**config.mk**
```make
export PLATFORM = sky130hd
export DESIGN_NAME = main_decoder_mc
export DESIGN_NICKNAME = d
export VERILOG_FILES = /design/src/rtl/main_decoder_mc.sv
export SDC_FILE = /design/constraint.sdc
export NUM_CORES = 1
export LEC_CHECK = 0
export BUFFER_PORTS_ARGS = -buffer_cell sky130_fd_sc_hd__clkbuf_2
export CAP_MARGIN = 40
export CORE_MARGIN = 3
export CORE_UTILIZATION = 26
export CTS_CLUSTER_DIAMETER = 30
export DETAILED_ROUTE_END_ITERATION = 16
export GPL_ROUTABILITY_DRIVEN = 0
export PLACE_DENSITY_LB_ADDON = 0.08
export REMOVE_ABC_BUFFERS = 1
export SETUP_SLACK_MARGIN = 0.5
export SYNTH_ARGS = -nofsm -noshare
export SYNTH_HDL_FRONTEND = slang
export SYNTH_SLANG_ARGS = --single-unit
```
**constraint.sdc**
```tcl
create_clock -name clk -period 2.45 [get_ports clk]
set_clock_uncertainty 0.2 [all_clocks]
set_input_delay 0.49 -clock clk [delete_from_list [all_inputs] [get_ports clk]]
set_output_delay 0.49 -clock clk [all_outputs]
set_load 0.005 [all_outputs]
```
**src/rtl/main_decoder_mc.sv**
```systemverilog
// Multi-cycle RV32I main decoder with JAL and a CNN custom opcode that hands off to an accelerator.
// Control bundle is registered (one cycle latency); fetch/decode stall while an accelerator op runs.
module main_decoder_mc #(
    parameter int              OP_W      = 7,
    parameter logic [OP_W-1:0] CUSTOM_OP = 7'b0101011,
    parameter int              TIMEOUT   = 1024,
    parameter int              CNT_W     = 11
) (
    input  logic            clk,
    input  logic            rst,
    input  logic            instr_valid,
    input  logic [OP_W-1:0] op,
    output logic            stall,
    output logic            ctrl_valid,
    output logic            RegWrite,
    output logic            ALUSrc,
    output logic            MemWrite,
    output logic            Branch,
    output logic            Jump,
    output logic [1:0]      ResultSrc,
    output logic [1:0]      ImmSrc,
    output logic [1:0]      ALUOp,
    output logic            illegal,
    output logic            accel_req,
    input  logic            accel_ack,
    input  logic            accel_done,
    output logic            timeout_err
);

    localparam logic [OP_W-1:0] OP_LOAD   = OP_W'(7'b0000011);
    localparam logic [OP_W-1:0] OP_STORE  = OP_W'(7'b0100011);
    localparam logic [OP_W-1:0] OP_R      = OP_W'(7'b0110011);
    localparam logic [OP_W-1:0] OP_I      = OP_W'(7'b0010011);
    localparam logic [OP_W-1:0] OP_BRANCH = OP_W'(7'b1100011);
    localparam logic [OP_W-1:0] OP_JAL    = OP_W'(7'b1101111);
    localparam logic [CNT_W-1:0] CNT_LAST = CNT_W'(TIMEOUT - 1);

    typedef enum logic [1:0] {
        IDLE,
        ACC_REQ,
        ACC_WAIT,
        ACC_WB
    } state_t;

    state_t           state, next_state;
    logic [CNT_W-1:0] cnt;
    logic             set_timeout;

    logic       nxt_valid, nxt_reg_write, nxt_alu_src, nxt_mem_write;
    logic       nxt_branch, nxt_jump, nxt_illegal;
    logic [1:0] nxt_result_src, nxt_imm_src, nxt_alu_op;

    assign stall     = (state != IDLE) || (instr_valid && (op == CUSTOM_OP));
    assign accel_req = (state == ACC_REQ);

    always_comb begin
        next_state     = state;
        set_timeout    = 1'b0;
        nxt_valid      = 1'b0;
        nxt_reg_write  = 1'b0;
        nxt_alu_src    = 1'b0;
        nxt_mem_write  = 1'b0;
        nxt_branch     = 1'b0;
        nxt_jump       = 1'b0;
        nxt_illegal    = 1'b0;
        nxt_result_src = 2'b00;
        nxt_imm_src    = 2'b00;
        nxt_alu_op     = 2'b00;
        case (state)
            IDLE: begin
                if (instr_valid) begin
                    if (op == CUSTOM_OP) begin
                        next_state = ACC_REQ;
                    end else begin
                        nxt_valid = 1'b1;
                        case (op)
                            OP_LOAD: begin
                                nxt_reg_write  = 1'b1;
                                nxt_alu_src    = 1'b1;
                                nxt_result_src = 2'b01;
                            end
                            OP_STORE: begin
                                nxt_mem_write = 1'b1;
                                nxt_alu_src   = 1'b1;
                                nxt_imm_src   = 2'b01;
                            end
                            OP_R: begin
                                nxt_reg_write = 1'b1;
                                nxt_alu_op    = 2'b10;
                            end
                            OP_I: begin
                                nxt_reg_write = 1'b1;
                                nxt_alu_src   = 1'b1;
                                nxt_alu_op    = 2'b10;
                            end
                            OP_BRANCH: begin
                                nxt_branch  = 1'b1;
                                nxt_imm_src = 2'b10;
                                nxt_alu_op  = 2'b01;
                            end
                            OP_JAL: begin
                                nxt_jump       = 1'b1;
                                nxt_reg_write  = 1'b1;
                                nxt_result_src = 2'b10;
                                nxt_imm_src    = 2'b11;
                            end
                            default: nxt_illegal = 1'b1;
                        endcase
                    end
                end
            end
            ACC_REQ: begin
                // A done arriving with the ack wins over a timeout in the same cycle
                if (accel_ack && accel_done) begin
                    next_state = ACC_WB;
                end else if (cnt == CNT_LAST) begin
                    set_timeout = 1'b1;
                    next_state  = IDLE;
                end else if (accel_ack) begin
                    next_state = ACC_WAIT;
                end
            end
            ACC_WAIT: begin
                if (accel_done) begin
                    next_state = ACC_WB;
                end else if (cnt == CNT_LAST) begin
                    set_timeout = 1'b1;
                    next_state  = IDLE;
                end
            end
            ACC_WB: begin
                nxt_valid      = 1'b1;
                nxt_reg_write  = 1'b1;
                nxt_result_src = 2'b11;
                nxt_alu_op     = 2'b11;
                next_state     = IDLE;
            end
            default: next_state = IDLE;
        endcase
    end

    always_ff @(posedge clk) begin
        if (rst) begin
            state       <= IDLE;
            cnt         <= '0;
            timeout_err <= 1'b0;
            ctrl_valid  <= 1'b0;
            RegWrite    <= 1'b0;
            ALUSrc      <= 1'b0;
            MemWrite    <= 1'b0;
            Branch      <= 1'b0;
            Jump        <= 1'b0;
            ResultSrc   <= 2'b00;
            ImmSrc      <= 2'b00;
            ALUOp       <= 2'b00;
            illegal     <= 1'b0;
        end else begin
            state <= next_state;
            if (state == IDLE) begin
                cnt <= '0;
            end else if (state == ACC_REQ || state == ACC_WAIT) begin
                cnt <= cnt + 1'b1;
            end
            if (set_timeout) begin
                timeout_err <= 1'b1;
            end
            ctrl_valid <= nxt_valid;
            RegWrite   <= nxt_reg_write;
            ALUSrc     <= nxt_alu_src;
            MemWrite   <= nxt_mem_write;
            Branch     <= nxt_branch;
            Jump       <= nxt_jump;
            ResultSrc  <= nxt_result_src;
            ImmSrc     <= nxt_imm_src;
            ALUOp      <= nxt_alu_op;
            illegal    <= nxt_illegal;
        end
    end

endmodule

```
==> impl_results.md <==
* Status: completed
* Clock transition at path regs at 0.10 ns
* GRT overflow at 0
* Xor/xnor cell area share of the yosys netlist at 5.13%
* Post-synthesis compound-gate area fraction at 17.5%
* FFs w/ async S/R, synth at 0%
* Fin. max-slew vios at 0
* Worst Tran Pin Value at 0.431 ns
* WP data arrival at 1.23 ns
* Number of cells produced by synthesis at 132
* P&R area growth vs syn at 26.6%
* Hold_ws at 0.253 ns
* Ranking of synthesized cells by area: dfxtp_1 45%, nor2_1 5.7%, ha_1 5.2%
* Layout Nets at 185
* Final min period at 1.92 ns
* Post-synthesis sequential area ratio at 45.2%
* Maximum vdd drop at 0.216 mV
* Min-delay worst type: primary input to flop
* H-Tree Depth at 1
* Inserted Clock Buffers at 3
* Combinational family with the most area after synthesis: simple AND/OR/NAND/NOR gates
* Maximum fanout along the worst path at 4
* CP endpoint kind: output port
* CP required at 1.76 ns
* Top-count cell post-synth: dfxtp_1
* # setup viols final at 0
* WL final at 2730 um
* Setup crit start: op[2]
* Clock Latency Late Sink at 0.27 ns
* DR WL/cell at 12.5 um
* Fin crit share at 78.2%
* Setup CP Type: primary input to output port
* Share of cells above drive strength 1 at 31.7%
* First DRT Iteration DRCs at 30
* Cell taking the most area after synthesis: dfxtp_1
* Overall routing resource usage at 10.8%
* Startpoint types: primary input
* EDFF count, synth at 0
* Ports at 28
* Top cell type's share of synthesized area at 45.2%
* FMAX at 0.522 GHz
* Fin Setup TNS at 0 ns
* Number of vias per cell at 4.75
* P per Cell Area at 680 nW/um^2
* DRC errors left at 0
* Core Area at 4380 sq um
* Vias in the first global route at 1012
* Hold Crit Start: op[5]
* Max Cap Viol at 0
* Root Buffer: clkbuf_8
* Initial antenna violation count at 0
* Initial DRT Pass Iterations at 4
* Clk sink count at 27
* Pin count of the biggest net entering global routing at 17
* Commonest cells in the netlist: 27 x dfxtp_1, 18 x nor2_1, 11 x a21oi_1
* I/O Buffers at 27
* DIE AREA at 5440 sq um
* Row count at 24
* CTS Hold Bufs at 0
* #FFs+latches synth at 27
* Mapped Area at 1190 sq um
* Yosys cell types at 39
* DIE WIDTH at 73.8 um
* Headroom to the max-slew limit at 71.0%
* Post-Synth Adder-Cell Area at 5.24%
* Simple-Gate Fraction of Synth Area at 23.8%
* Vias at 1040
* RSZ-0062 raised after global routing: false
* Reg-to-Reg Start: cnt[0]
* Remaining antenna violation count at 0
* Dpl hpwl at 2110 um
* Diode count at 0
* Post-synthesis average cell area at 9.05 sq um
* Initial cell density of the core at 27.3%
* Ys flop type: dfxtp_1
* Synth warn at 0
* Post-synthesis mux area share at 0.838%
* Final hold viol count at 0
* Die Height at 73.8 um
* First-pass GRT wire length at 4630 um
* Max clock buf depth at 2
* CTS tree: built
* Leak at 0.000605 uW
-- logic make-up (layout without fill, tap and decap cells) --
family                   Yosys count  in the layout
AO/OA/AOI/OAI                     32             32
XOR/XNOR                           7              7
adder cells (fa/ha/maj)            5              5
buffers and inverters              7             42
flip-flops                        27             27
AND/OR/NAND/NOR                   53             53
multiplexers                       1              1
-- per-stage QoR --
step	util, %	area [sq um]	setup slack [ns]	cells	power, uW
3_3_place_gp	31.6	1390	0.424	209	735
2_1_floorplan	-	1190	0.596	130	653
5_1_grt	34.5	1510	0.496	219	1100
4_1_cts	33.4	1470	0.504	215	1030
6_report	34.5	1510	0.533	219	1030
3_5_place_dp	31.6	1390	0.341	209	739
-- flip-flops by register name (all words and copies together), names as in the netlist, 2 cells and up --
name	flops
ALUOp	2
ImmSrc	2
ResultSrc	2
cnt	11
state	2
-- critical path: stages --
cell and delay, ns:
clkbuf_2 0.12, and4bb_2 0.26, a31o_4 0.25, clkbuf_2 0.11
-- cell type report --
class | count | area (sq um)
fillers | 464 | 2870
multi-input cells | 98 | 649
flip-flops and latches | 27 | 546
repair buffers | 33 | 180
well taps | 52 | 65.1
clock buffers | 3 | 41.3
inverters | 5 | 23.8
clock inverters | 1 | 7.51
-- routing by layer --
metal	vias up	GRT usage, %	routed length, um
li1	534	-	-
met1	485	13.0	1200
met2	19	18.6	1340
met3	2	2.60	172
met4	0	3.62	22
met5	-	0	0
-- power by group --
part	switching (uW)	internal (uW)	total (uW)
Clock	137	115	252
Sequential	15.6	459	474
Combinational	156	145	301
-- path summary, 6_finish.rpt --
kind	cells after the start	end	slack (ns)
worst max register to register	5	state[1]	0.56
worst min-delay path	2	ALUSrc	0.25
worst min register to register	2	cnt[8]	0.32
worst max-delay path	4	stall	0.53
-- layout by cell type (no fill, tap or decap), drive strengths merged, types with 2 or more instances in the layout --
master,netlist,final
o21a,2,2
nand2b,3,3
a21oi,11,11
buf,1,6
dfxtp,27,27
inv,5,5
xnor2,4,4
a211oi,2,2
nand4,5,5
o21ai,6,6
nor2b,3,3
nor3,3,3
or2,2,2
clkbuf,1,30
a21o,2,2
ha,5,5
xor2,3,3
nand2,9,9
nor2,18,18
or3,4,4
-- timing repair --
action / CTS / global route
pin swaps: 2 / 2
hold endpoints to repair: 0 / 0
setup buffers: 2 / 4
resized for setup: 6 / 5
endpoints found under the setup margin: 7 / 4
(Power assumes the default switching activity.)
